==> src/rtl/fp_mul_issuer_if.sv <==
// Connection bundle between the issuer, its operand/result memories,
// the float unit and the enclosing control. The issuer takes the
// master side; everything it talks to sits on the slave side.
interface fp_mul_issuer_if #(
   parameter int WIDTH  = 32,
   parameter int ADDR_W = 4
);
   // control handshake
   logic              go;
   logic              done;
   // operand memories (combinational read)
   logic [ADDR_W-1:0] a_addr0;
   logic [ADDR_W-1:0] b_addr0;
   logic [WIDTH-1:0]  a_read_data;
   logic [WIDTH-1:0]  b_read_data;
   // float unit go/done
   logic              unit_go;
   logic [WIDTH-1:0]  unit_left;
   logic [WIDTH-1:0]  unit_right;
   logic [WIDTH-1:0]  unit_out;
   logic [4:0]        unit_flags;
   logic              unit_done;
   // result memory write port
   logic [ADDR_W-1:0] out_addr0;
   logic [WIDTH-1:0]  out_write_data;
   logic              out_write_en;
   // sticky exception flags
   logic [4:0]        flags_acc;

   modport master (
      input  go, a_read_data, b_read_data, unit_out, unit_flags, unit_done,
      output done, a_addr0, b_addr0, unit_go, unit_left, unit_right,
             out_addr0, out_write_data, out_write_en, flags_acc
   );

   modport slave (
      output go, a_read_data, b_read_data, unit_out, unit_flags, unit_done,
      input  done, a_addr0, b_addr0, unit_go, unit_left, unit_right,
             out_addr0, out_write_data, out_write_en, flags_acc
   );
endinterface

==> src/rtl/fp_mul_issuer.sv <==
// Streams LEN operand pairs through a multi-cycle float unit using the
// go/done handshake, writes each result back and keeps sticky flags.
// Every element goes FETCH -> ISSUE -> WRITE -> DRAIN; DRAIN waits for
// unit_done to drop so a lingering done from the previous element can
// never be mistaken for completion of the next one.
module fp_mul_issuer #(
   parameter int WIDTH  = 32,
   parameter int LEN    = 16,
   parameter int ADDR_W = 4
) (
   input  logic           clk,
   input  logic           reset,
   fp_mul_issuer_if.master bus
);

   typedef enum logic [2:0] {
      IDLE  = 3'd0,
      FETCH = 3'd1,
      ISSUE = 3'd2,
      WRITE = 3'd3,
      DRAIN = 3'd4,
      FIN   = 3'd5
   } state_t;

   // index of the final element; idx stops here and never wraps
   localparam logic [ADDR_W-1:0] LAST_IDX = ADDR_W'(LEN - 1);

   state_t            state;
   state_t            state_next;
   logic [ADDR_W-1:0] idx;
   logic [WIDTH-1:0]  left;
   logic [WIDTH-1:0]  right;
   logic [WIDTH-1:0]  result;
   logic [4:0]        flags;

   // state register
   always_ff @(posedge clk or negedge reset) begin
      if (!reset) state <= IDLE;
      else        state <= state_next;
   end

   // next state and state-decoded strobes (all zero while in reset via IDLE)
   always_comb begin
      state_next       = state;
      bus.unit_go      = 1'b0;
      bus.out_write_en = 1'b0;
      bus.done         = 1'b0;
      case (state)
         IDLE:  if (bus.go) state_next = FETCH;
         FETCH: state_next = ISSUE;
         ISSUE: begin
            bus.unit_go = 1'b1;
            if (bus.unit_done) state_next = WRITE;
         end
         WRITE: begin
            bus.out_write_en = 1'b1;
            state_next       = DRAIN;
         end
         DRAIN: if (!bus.unit_done) state_next = (idx == LAST_IDX) ? FIN : FETCH;
         FIN: begin
            bus.done   = 1'b1;
            state_next = IDLE;
         end
         default: state_next = IDLE;
      endcase
   end

   // element index, operand latches, result latch and sticky flags
   always_ff @(posedge clk or negedge reset) begin
      if (!reset) begin
         idx    <= '0;
         left   <= '0;
         right  <= '0;
         result <= '0;
         flags  <= '0;
      end else begin
         case (state)
            IDLE: if (bus.go) begin
               idx   <= '0;
               flags <= '0;
            end
            FETCH: begin
               left  <= bus.a_read_data;
               right <= bus.b_read_data;
            end
            ISSUE: if (bus.unit_done) begin
               result <= bus.unit_out;
               flags  <= flags | bus.unit_flags;
            end
            DRAIN: if (!bus.unit_done && idx != LAST_IDX) idx <= idx + 1'b1;
            FIN:   idx <= '0;
            default: ;
         endcase
      end
   end

   // operand and result addresses all follow the element index
   assign bus.a_addr0        = idx;
   assign bus.b_addr0        = idx;
   assign bus.out_addr0      = idx;
   assign bus.unit_left      = left;
   assign bus.unit_right     = right;
   assign bus.out_write_data = result;
   assign bus.flags_acc      = flags;

endmodule

==> src/flat_wrapper.sv <==
// flat-port wrapper written by rule: the top's interface ports become plain ports
module fp_mul_issuer_flat 
#(
   parameter int WIDTH  = 32,
   parameter int LEN    = 16,
   parameter int ADDR_W = 4
)
  (clk, reset, bus_go, bus_a_read_data, bus_b_read_data, bus_unit_out, bus_unit_flags, bus_unit_done, bus_done, bus_a_addr0, bus_b_addr0, bus_unit_go, bus_unit_left, bus_unit_right, bus_out_addr0, bus_out_write_data, bus_out_write_en, bus_flags_acc);
  fp_mul_issuer_if #(.WIDTH(WIDTH), .ADDR_W(ADDR_W)) bus_i ();
  input  logic clk;
  input  logic reset;
  input wire logic [$bits(bus_i.go)-1:0] bus_go;
  input wire logic [$bits(bus_i.a_read_data)-1:0] bus_a_read_data;
  input wire logic [$bits(bus_i.b_read_data)-1:0] bus_b_read_data;
  input wire logic [$bits(bus_i.unit_out)-1:0] bus_unit_out;
  input wire logic [$bits(bus_i.unit_flags)-1:0] bus_unit_flags;
  input wire logic [$bits(bus_i.unit_done)-1:0] bus_unit_done;
  output wire logic [$bits(bus_i.done)-1:0] bus_done;
  output wire logic [$bits(bus_i.a_addr0)-1:0] bus_a_addr0;
  output wire logic [$bits(bus_i.b_addr0)-1:0] bus_b_addr0;
  output wire logic [$bits(bus_i.unit_go)-1:0] bus_unit_go;
  output wire logic [$bits(bus_i.unit_left)-1:0] bus_unit_left;
  output wire logic [$bits(bus_i.unit_right)-1:0] bus_unit_right;
  output wire logic [$bits(bus_i.out_addr0)-1:0] bus_out_addr0;
  output wire logic [$bits(bus_i.out_write_data)-1:0] bus_out_write_data;
  output wire logic [$bits(bus_i.out_write_en)-1:0] bus_out_write_en;
  output wire logic [$bits(bus_i.flags_acc)-1:0] bus_flags_acc;
  assign bus_i.go = bus_go;
  assign bus_i.a_read_data = bus_a_read_data;
  assign bus_i.b_read_data = bus_b_read_data;
  assign bus_i.unit_out = bus_unit_out;
  assign bus_i.unit_flags = bus_unit_flags;
  assign bus_i.unit_done = bus_unit_done;
  assign bus_done = bus_i.done;
  assign bus_a_addr0 = bus_i.a_addr0;
  assign bus_b_addr0 = bus_i.b_addr0;
  assign bus_unit_go = bus_i.unit_go;
  assign bus_unit_left = bus_i.unit_left;
  assign bus_unit_right = bus_i.unit_right;
  assign bus_out_addr0 = bus_i.out_addr0;
  assign bus_out_write_data = bus_i.out_write_data;
  assign bus_out_write_en = bus_i.out_write_en;
  assign bus_flags_acc = bus_i.flags_acc;
  fp_mul_issuer #(.WIDTH(WIDTH), .LEN(LEN), .ADDR_W(ADDR_W)) u_core (.clk(clk), .reset(reset), .bus(bus_i));
endmodule
==> config.mk <==
export PLATFORM = sky130hd
export DESIGN_NAME = fp_mul_issuer_flat
export DESIGN_NICKNAME = d
export VERILOG_FILES = /design/src/rtl/fp_mul_issuer_if.sv /design/src/rtl/fp_mul_issuer.sv /design/src/flat_wrapper.sv
export SDC_FILE = /design/constraint.sdc
export NUM_CORES = 1
export LEC_CHECK = 0
export ABC_AREA = 1
export ABC_CLOCK_PERIOD_IN_PS = 1700
export BUFFER_PORTS_ARGS = -buffer_cell sky130_fd_sc_hd__buf_4
export CAP_MARGIN = 40
export CORE_ASPECT_RATIO = 0.75
export CORE_MARGIN = 8
export CORE_UTILIZATION = 30
export DETAILED_ROUTE_END_ITERATION = 16
export HOLD_SLACK_MARGIN = 0.02
export PLACE_DENSITY = 0.66
export SLEW_MARGIN = 20
export SYNTH_ARGS = -nofsm -noshare
export SYNTH_HDL_FRONTEND = slang
export SYNTH_SLANG_ARGS = --single-unit
==> constraint.sdc <==
create_clock -name clk -period 1.7 [get_ports clk]
set_clock_uncertainty 0.15 [all_clocks]
set_input_delay 0.085 -clock clk [delete_from_list [all_inputs] [get_ports clk]]
set_output_delay 0.085 -clock clk [all_outputs]
set_load 0.05 [all_outputs]
==> key figures, run 1 <==
Outcome
  • Status: finished clean

Cells and area
  • Area growth from synthesis to layout: 69.2%
  • Share of layout cells above drive strength 1: 0.451
  • # diodes: 0
  • Fill cell count: between 1k and 1.5k
  • Layout Nets: roughly 800

Routing
  • WL final: ~14 mm
  • Via density: roughly 4.3
  • Final ANT Viol Nets: 0
  • Post-route DRC: 0
  • Vias: between 3k and 4k
  • DRT iter0 DRCs: around 160
  • Routed len/inst: 15.9 µm
  • First-pass DRT Iterations: 4

Critical path
  • Arr. time, crit path: ~1.7 ns
  • FF-to-FF End: u_core.bus.unit_right[30]$_DFFE_PN0N_
  • Crit end category: flip-flop
  • Worst R2R Setup Slack: 0.11 ns
  • Critical path launch point type: flip-flop
  • Worst R2R Start: u_core.state[1]$_DFFE_PN0P_
  • FF-to-FF path depth: 4
  • Req. time, crit path: between 1.5 and 2 ns
  • Critical path class: reg -> reg
  • Worst-path fanout max: 22

Clock network
  • Clk buf depth: 2
  • H-tree levels: 3
  • Post-CTS setup buffers: 0
  • Worst skew pair latency: roughly 0.34 ns
  • CTS Root Cell: clkbuf_16
  • Clock-pin slew on the worst setup and hold paths: ~0.070 ns
  • CTS tree: built
  • CTS sink cnt: approximately 110
  • Num CTS Buffers: 9

Synthesis
  • Mapped Nets: 474
  • Primary FF master, synth: dfrtp_1
  • Most frequent cell after synthesis: nand2_1
  • Post-synth EDFFs: 0
  • Synth area leader: dfrtp_1
  • Register area share after synthesis: 0.592
  • Synth Register Bits: between 100 and 150
  • Mapped Area: about 4600 µm²
  • Mapped Cells: about 370
  • Library cells used by synthesis: 23
  • Yosys warns: 0
  • Top cell type's share of synthesized area: 0.592
  • Post-synthesis async set-or-reset flop share: 1.00
  • Top cells by instance count after synthesis: nand2_1, dfrtp_1, mux2_4, mux2_2, inv_1
  • Synth top area cells: dfrtp_1, mux2_4, nand2_1
  • Syn avg cell area: approximately 12 µm²

STA
  • RSZ-0062 raised after global routing: no
  • Tmin final: about 1.6 ns
  • Count of final setup violators: 0
  • Worst rel slew slack: 0.628
  • TNS Setup: 0 ns
  • Peak Freq: between 600 and 700 MHz
  • Worst slew pin tran: ~0.56 ns
  • Post-route clock period utilization: 0.936
  • Final Hold Vio Count: 0
  • Slew Limit Fails: 0

Power
  • P per Cell Area: between 2000 and 2500 nW/µm²
  • Pleak: ~0.0040 µW
  • IR drop worst, VDD: about 1.1 mV
  • Post-layout total power: 17300 µW

Floorplan
  • Initial Util: 0.304
  • CORE AREA: ~15000 µm²
  • Rows: 39
  • Die X: ~160 µm
  • Top Ports: about 220
  • Die H: around 120 µm
  • Die area: roughly 19000 µm²

Place
  • Routability Congestion: 0.823
  • Dpl hpwl: around 9.7 mm
  • I/O Buffers: between 200 and 250

GRT
  • Total GRT Usage: 0.144
  • Congestion Overflow GR: 0
  • Largest net degree at the start of global routing: roughly 110
  • Number of global-route vias before repair: between 4k and 5k
  • First-pass GRT wire length: about 22 mm
  • Antenna violations before repair: 0

Flow run
  • Max-cap viol count: 0

Worst hold path
  • Min-Delay Path Class: in -> async
## metrics by stage
stage	cell area, µm²	hold WS, ns	instances	utilization	setup WS (ns)
finish	7720	0.206	899	0.514	0.109
global route	7720	0.270	899	0.514	0.0215
CTS	7710	0.229	899	0.513	0.0512
detailed placement	6370	0.0666	779	0.424	0.0612
global placement	6370	0.0538	779	0.424	0.136
floorplan	4570	-0.361	368	-	0.0274
## flip-flops by register name (all words and copies together) (netlist names)
name,count
u_core.state,3
u_core.bus.unit_right,32
u_core.bus.flags_acc,5
u_core.bus.out_write_data,32
u_core.bus.unit_left,32
u_core.bus.a_addr0,4
## placed cells by master, fill, tap and decap left out
cell type | netlist | layout
buf_4 | 10 | 222
nand2_1 | 122 | 122
dfrtp_1 | 108 | 108
dlygate4sd3_1 | 0 | 104
mux2_4 | 49 | 49
mux2_2 | 15 | 15
inv_1 | 14 | 14
nor2_1 | 11 | 10
clkbuf_16 | 0 | 9
nand3_1 | 8 | 8
buf_12 | 5 | 6
o21ai_0 | 4 | 4
a21oi_1 | 4 | 4
inv_6 | 0 | 3
nor3_1 | 3 | 2
inv_4 | 1 | 1
nand3_2 | 1 | 1
nor3_2 | 0 | 1
inv_2 | 1 | 1
nand3_4 | 1 | 1
nand3b_1 | 1 | 1
nor2_4 | 0 | 1
o22ai_1 | 1 | 1
nand4_1 | 1 | 1
ha_1 | 1 | 1
clkinv_2 | 0 | 1
bufinv_16 | 0 | 1
clkinv_4 | 0 | 1
clkbuf_1 | 0 | 1
## where the power goes
| part | internal, µW | switching [µW] |
|---|---|---|
| Clock | 1160 | 960 |
| Combinational | 3910 | 6690 |
| Sequential | 3830 | 772 |
| Total | 8900 | 8420 |
## per-layer routing
metal	global-route usage	vias to the layer above	wire [µm]
li1	-	1823	-
met1	0.164	1831	5510
met2	0.249	146	7240
met3	0.0486	22	1210
met4	0.0558	0	284
met5	0	-	0
## worst max-delay path, cell delays in order (launching register included)
cell and delay, ns:
dfrtp_1 0.46, inv_2 0.09, nand3_4 0.18, buf_12 0.23, mux2_2 0.36
## logic make-up after synthesis
logic type | count (synthesis) | share of synthesized area
AND/OR/NAND/NOR | 148 | 0.131
adder cells (fa/ha/maj) | 1 | 0.00274
buffers and inverters | 38 | 0.0661
multiplexers | 64 | 0.198
flip-flops | 108 | 0.592
AO/OA/AOI/OAI | 9 | 0.0101
## cell type report
type | count | area, µm² | area share
Timing Repair Buffer | 332 | 2830 | 0.366
Sequential cell | 108 | 2700 | 0.350
Multi-Input combinational cell | 222 | 1570 | 0.204
Clock buffer | 10 | 229 | 0.0297
Clock inverter | 6 | 70.1 | 0.00908
Tap cell | 205 | 256 | 0.0332
Inverter | 16 | 62.6 | 0.00810
## timing repair
| action | CTS | global route |
|---|---|---|
| hold buffers | 104 | 0 |
| endpoints found under the setup margin | 0 | 33 |
| hold endpoints to repair | 211 | 0 |
| gates resized for setup | 0 | 1 |
## worst max-delay path by stage
| stage | to | startpoint | slack (ns) |
|---|---|---|---|
| final | u_core.bus.unit_right[30]$_DFFE_PN0N_ | u_core.state[1]$_DFFE_PN0P_ | 0.11 |
| after global routing | bus_unit_go | u_core.state[0]$_DFFE_PN0P_ | 0.02 |
| after CTS | u_core.bus.out_write_data[5]$_DFFE_PN0P_ | u_core.state[0]$_DFFE_PN0P_ | 0.05 |
| after detailed placement | u_core.bus.out_write_data[5]$_DFFE_PN0P_ | u_core.state[0]$_DFFE_PN0P_ | 0.06 |
| after global placement | u_core.bus.out_write_data[8]$_DFFE_PN0P_ | u_core.state[0]$_DFFE_PN0P_ | 0.14 |
| after floorplan | u_core.bus.a_addr0[3]$_DFFE_PN0P_ | u_core.bus.a_addr0[0]$_DFFE_PN0P_ | 0.03 |
(Power assumes the default switching activity.)
==> inputs of run 2 (changes only) <==
Settings changed: GPL_TIMING_DRIVEN from default to 0.
==> key figures, run 2 (same netlist as run 1, synthesis figures left out) <==
STA
  • Worst slew pin tran: 0.396 ns (-0.162 ns)
  • Slew Limit Fails: 0 (unchanged)
  • Final Hold Vio Count: 0 (unchanged)
  • Count of final setup violators: 0 (unchanged)
  • Peak Freq: 635 MHz (+1.0%)
  • Post-route setup slack: 0.125 ns (+0.0162 ns)
  • Hold Slack: 0.0423 ns (-0.163 ns)
  • RSZ-0062 raised after global routing: no
  • Tmin final: 1.57 ns (-0.0162 ns)
  • Post-route clock period utilization: 0.926 (-0.00951)
  • Worst rel slew slack: 0.736 (+0.108)

Cells and area
  • Layout Nets: 810 (+1.9%)
  • Share of layout cells above drive strength 1: 0.465 (+0.0144)
  • Most common cell after layout, fill and taps aside: buf_4
  • Commonest cells after routing, fill and taps aside: buf_4, nand2_1, dfrtp_1, dlygate4sd3_1, mux2_4
  • Final Util: 0.523 (+0.00974)
  • # diodes: 0 (unchanged)
  • Area growth from synthesis to layout: 72.4%

Routing
  • First-pass DRT Iterations: 4 (unchanged)
  • DRT iter0 DRCs: 128 (-19%)
  • Vias: 3810 (-0.31%)
  • Final ANT Viol Nets: 0 (unchanged)
  • WL final: 14.4 mm (+1.2%)
  • Routed len/inst: 15.8 µm (-0.47%)
  • Via density: 4.17 (-1.9%)
  • Post-route DRC: 0 (unchanged)

Clock network
  • H-tree levels: 3 (unchanged)
  • Post-CTS setup buffers: 0 (unchanged)
  • Num CTS Buffers: 9 (unchanged)
  • Clk buf depth: 2 (unchanged)
  • CTS Root Cell: clkbuf_16
  • CTS tree: built
  • CTS sink cnt: 108 (unchanged)
  • Worst skew pair latency: 0.34 ns (about the same)
  • Clock-pin slew on the worst setup and hold paths: 0.07 ns (about the same)

GRT
  • Largest net degree at the start of global routing: 76 (-30%)
  • Number of global-route vias before repair: 4199 (+2.0%)
  • First-pass GRT wire length: 22.1 mm (+0.51%)
  • Total GRT Usage: 0.146 (+0.00123)
  • Antenna violations before repair: 0 (unchanged)
  • Congestion Overflow GR: 0 (unchanged)

Power
  • P per Cell Area: 2240 nW/µm² (-0.17%)
  • Post-layout total power: 17600 µW (+1.7%)
  • IR drop worst, VDD: 1.16 mV (+3.6%)
  • Pleak: 0.00410 µW (+2.2%)

Floorplan
  • Initial Util: 0.304 (unchanged)
  • Rows: 39 (unchanged)
  • Die area: 19500 µm² (unchanged)
  • Die H: 123 µm (unchanged)
  • Die X: 158 µm (unchanged)
  • CORE AREA: 15000 µm² (unchanged)
  • Top Ports: 221 (unchanged)

Place
  • Routability Congestion: 0.915 (+11%)
  • I/O Buffers: 220 (unchanged)
  • Dpl hpwl: 10.1 mm (+4.7%)
  • Pre-CTS setup slack: -0.00144 ns (-0.0626 ns)

Critical path
  • Worst-path fanout max: 10 (-55%)
  • Arr. time, crit path: 1.72 ns (+0.05 ns)
  • Crit end category: flip-flop
  • Req. time, crit path: 1.84 ns (+0.06 ns)
  • Critical path launch point type: flip-flop
  • Critical path class: reg -> reg

Outcome
  • Status: finished clean

Flow run
  • Max-cap viol count: 0 (unchanged)

Worst hold path
  • Min-Delay Path Class: in -> async
## run 2: cell count changes in the layout (fill, tap and decap cells not counted), sizes merged
cell	delta
clkinv	-1
inv	+1
buf	+15
## run 2: area by class of cell
type                    count  area (µm²)
plain buffers              22         239
clock buffers              10         239
clock inverters             6        76.3
fillers                  1252        7160
inverters                  16        62.6
multi-input cells         222        1570
flip-flops and latches    108        2700
well taps                 205         256
repair buffers            325        2720
## run 2: what timing repair did
item                                    CTS  global route
gates resized for setup                   1             1
hold buffers                            104             0
endpoints found under the hold margin   211             0
endpoints found under the setup margin    8            22
## run 2: path summary, 6_finish.rpt
kind / startpoint / endpoint / slack (ns) / cells after the start
hold / removal: reset / u_core.bus.a_addr0[0]$_DFFE_PN0P_ / 0.04 / 2
max in group asynchronous: reset / u_core.bus.unit_right[24]$_DFFE_PN0N_ / 0.66 / 3
setup / recovery: u_core.state[2]$_DFFE_PN0P_ / u_core.bus.out_write_data[26]$_DFFE_PN0P_ / 0.13 / 7
setup reg to reg: u_core.state[2]$_DFFE_PN0P_ / u_core.bus.out_write_data[26]$_DFFE_PN0P_ / 0.13 / 7
hold reg to reg: u_core.bus.out_write_data[29]$_DFFE_PN0P_ / u_core.bus.out_write_data[29]$_DFFE_PN0P_ / 0.33 / 2
min in group clk: bus_unit_out[30] / u_core.bus.out_write_data[30]$_DFFE_PN0P_ / 0.33 / 4
## run 2: critical path, stage by stage (launching register included)
cell and delay [ns]:
dfrtp_1 0.46, inv_4 0.12, nand3_2 0.11, nor2_2 0.16, buf_4 0.21, buf_6 0.16, nand2_1 0.07, nand2_1 0.06
## run 2: per-stage QoR
stage | cells | cell area, µm² | TNS, ns
final | 914 | 7870 | 0
after global routing | 914 | 7870 | 0
after CTS | 914 | 7870 | 0
after detailed placement | 794 | 6510 | -0.00144
after global placement | 793 | 6480 | 0
after floorplan | 368 | 4570 | 0
## run 2: power breakdown
part,total (µW),switching (µW),leakage [µW],internal (µW)
registers,4630,796,0.00131,3830
clock network,2210,994,0.000156,1210
logic,10800,6720,0.00264,4070
## run 2: routing by layer
layer | vias up | track usage | wire (µm)
met5 | - | 0 | 0
met2 | 146 | 0.250 | 7230
li1 | 1846 | - | -
met1 | 1803 | 0.167 | 5650
met3 | 15 | 0.0514 | 1320
met4 | 0 | 0.0499 | 227
==> inputs of run 3 (changes only) <==
Settings changed: BUFFER_PORTS_ARGS -buffer_cell sky130_fd_sc_hd__buf_4 to default, CORE_MARGIN 8 to 1.5, DONT_BUFFER_PORTS from default to 1, PLACE_DENSITY 0.66 to 0.54.
==> key figures, run 3 (same netlist as run 1, synthesis figures left out) <==
Critical path
  • FF-to-FF path depth: 7 (unchanged)
  • Critical path class: reg -> reg
  • Arr. time, crit path: 1.71 ns (about the same)
  • Worst R2R Setup Slack: 0.07 ns (-0.05 ns)
  • Worst R2R Start: u_core.bus.a_addr0[0]$_DFFE_PN0P_
  • Req. time, crit path: 1.79 ns (-0.05 ns)
  • Worst-path fanout max: 8 (-2)
  • Critical path launch point type: flip-flop
  • Crit end category: flip-flop
  • FF-to-FF End: u_core.bus.a_addr0[2]$_DFFE_PN0P_

Routing
  • First-pass DRT Iterations: 4 (unchanged)
  • DRT iter0 DRCs: 112 (-13%)
  • Vias: 3082 (-19%)
  • Routed len/inst: 16.5 µm (+4.6%)
  • Final ANT Viol Nets: 0 (unchanged)
  • WL final: 11.4 mm (-21%)
  • Via density: 4.47 (+7.3%)
  • Post-route DRC: 0 (unchanged)

Cells and area
  • Most common cell after layout, fill and taps aside: nand2_1
  • Final Cell Area: 6200 µm² (-21%)
  • # diodes: 0 (unchanged)
  • Fill cell count: 1378 (+10%)
  • Share of layout cells above drive strength 1: 0.245 (-0.220)
  • Layout Nets: 590 (-27%)
  • Final Util: 0.423 (-0.100)
  • Area growth from synthesis to layout: 35.8%
  • Commonest cells after routing, fill and taps aside: nand2_1, dlygate4sd3_1, dfrtp_1, mux2_4, mux2_2

STA
  • Worst rel slew slack: 0.655 (-0.0807)
  • TNS Setup: 0 ns (unchanged)
  • Worst slew pin tran: 0.517 ns (+0.121 ns)
  • Hold Slack: -0.722 ns (-0.764 ns)
  • Count of final setup violators: 0 (unchanged)
  • Final Hold Vio Count: 108 (+108)
  • Slew Limit Fails: 0 (unchanged)
  • Post-route clock period utilization: 0.958 (+0.0313)
  • Post-route setup slack: 0.0718 ns (-0.0532 ns)
  • Peak Freq: 614 MHz (-3.3%)
  • RSZ-0062 raised after global routing: no
  • Tmin final: 1.63 ns (+0.0532 ns)

Outcome
  • Failing checks: negative hold slack
  • Status: complete, but fails checks

Place
  • Dpl hpwl: 7.13 mm (-30%)
  • Routability Congestion: 0.740 (-19%)
  • Pre-CTS setup slack: -0.131 ns (-0.130 ns)
  • I/O Buffers: 0 (-100%)
  • DP Area: 4830 µm² (-26%)

Clock network
  • CTS sink cnt: 108 (unchanged)
  • Num CTS Buffers: 9 (unchanged)
  • Clk buf depth: 2 (unchanged)
  • H-tree levels: 3 (unchanged)
  • Hold_buf cts: 103 (-0.96%)
  • CTS Root Cell: clkbuf_16
  • CTS tree: built
  • Worst skew pair latency: 0.34 ns (about the same)
  • Post-CTS setup buffers: 0 (unchanged)
  • Clock-pin slew on the worst setup and hold paths: 0.07 ns (about the same)

GRT
  • First-pass GRT wire length: 17.5 mm (-21%)
  • Total GRT Usage: 0.143 (-0.00302)
  • Number of global-route vias before repair: 3202 (-24%)
  • Congestion Overflow GR: 0 (unchanged)
  • Antenna violations before repair: 0 (unchanged)
  • Largest net degree at the start of global routing: 109 (+43%)

Floorplan
  • CORE AREA: 14600 µm² (-2.6%)
  • Die X: 145 µm (-8.2%)
  • Top Ports: 221 (unchanged)
  • Die area: 16000 µm² (-18%)
  • Initial Util: 0.312 (+0.00799)
  • Rows: 38 (-2.6%)
  • Die H: 110 µm (-11%)

Flow run
  • Max-cap viol count: 0 (unchanged)

Worst hold path
  • Min-Delay Path Class: in -> async
run 3: what timing repair did:
item	4_1_cts	5_1_grt
setup endpoints to repair	16	36
hold endpoints to repair	214	108
gates resized for setup	5	10
run 3: stage by stage:
stage,cells,hold WS [ns]
after floorplan,368,-0.361
after CTS,689,-0.742
final,689,-0.722
after detailed placement,570,-0.358
after global placement,568,-0.358
after global routing,689,-0.752
run 3: critical path, stage by stage (launching register included):
cell and delay, ns:
dfrtp_4 0.59, ha_2 0.24, nand3_1 0.10, nand2_1 0.07, nand2_1 0.06, nand3_1 0.15, nand2_1 0.11, nand2_1 0.05
run 3: per-layer routing:
layer  up-vias  GRT usage  wire length [µm]
met5         -          0                 0
met4         0     0.0474               148
met3        14     0.0589               992
met2       152      0.243              5620
met1      1500      0.164              4620
li1       1416          -                 -
run 3: area by class of cell:
type | count | area [µm²] | area share
multi-input combinational | 222 | 1590 | 0.256
clock buffer | 11 | 253 | 0.0408
clock inverter | 5 | 43.8 | 0.00707
sequential | 108 | 2710 | 0.438
tap | 200 | 250 | 0.0404
timing repair buffer | 105 | 1050 | 0.169
buffer | 22 | 239 | 0.0386
inverter | 16 | 66.3 | 0.0107
run 3: worst max-delay path by stage:
stage,from,end,slack [ns],cells after the start
finish,u_core.bus.a_addr0[0]$_DFFE_PN0P_,u_core.bus.a_addr0[2]$_DFFE_PN0P_,0.07,7
global route,u_core.bus.a_addr0[0]$_DFFE_PN0P_,u_core.bus.a_addr0[3]$_DFFE_PN0P_,0.01,7
CTS,u_core.state[0]$_DFFE_PN0P_,u_core.bus.out_write_data[23]$_DFFE_PN0P_,-0.002,7
detailed placement,u_core.bus.a_addr0[0]$_DFFE_PN0P_,u_core.bus.a_addr0[2]$_DFFE_PN0P_,-0.13,7
global placement,u_core.bus.a_addr0[0]$_DFFE_PN0P_,u_core.bus.a_addr0[2]$_DFFE_PN0P_,-0.12,7
floorplan,u_core.bus.a_addr0[0]$_DFFE_PN0P_,u_core.bus.a_addr0[3]$_DFFE_PN0P_,0.03,6
Power of run 3 is left out: the tool's default activity adds up to more than one toggle a clock period on the data nets, which glitch-free logic cannot reach.
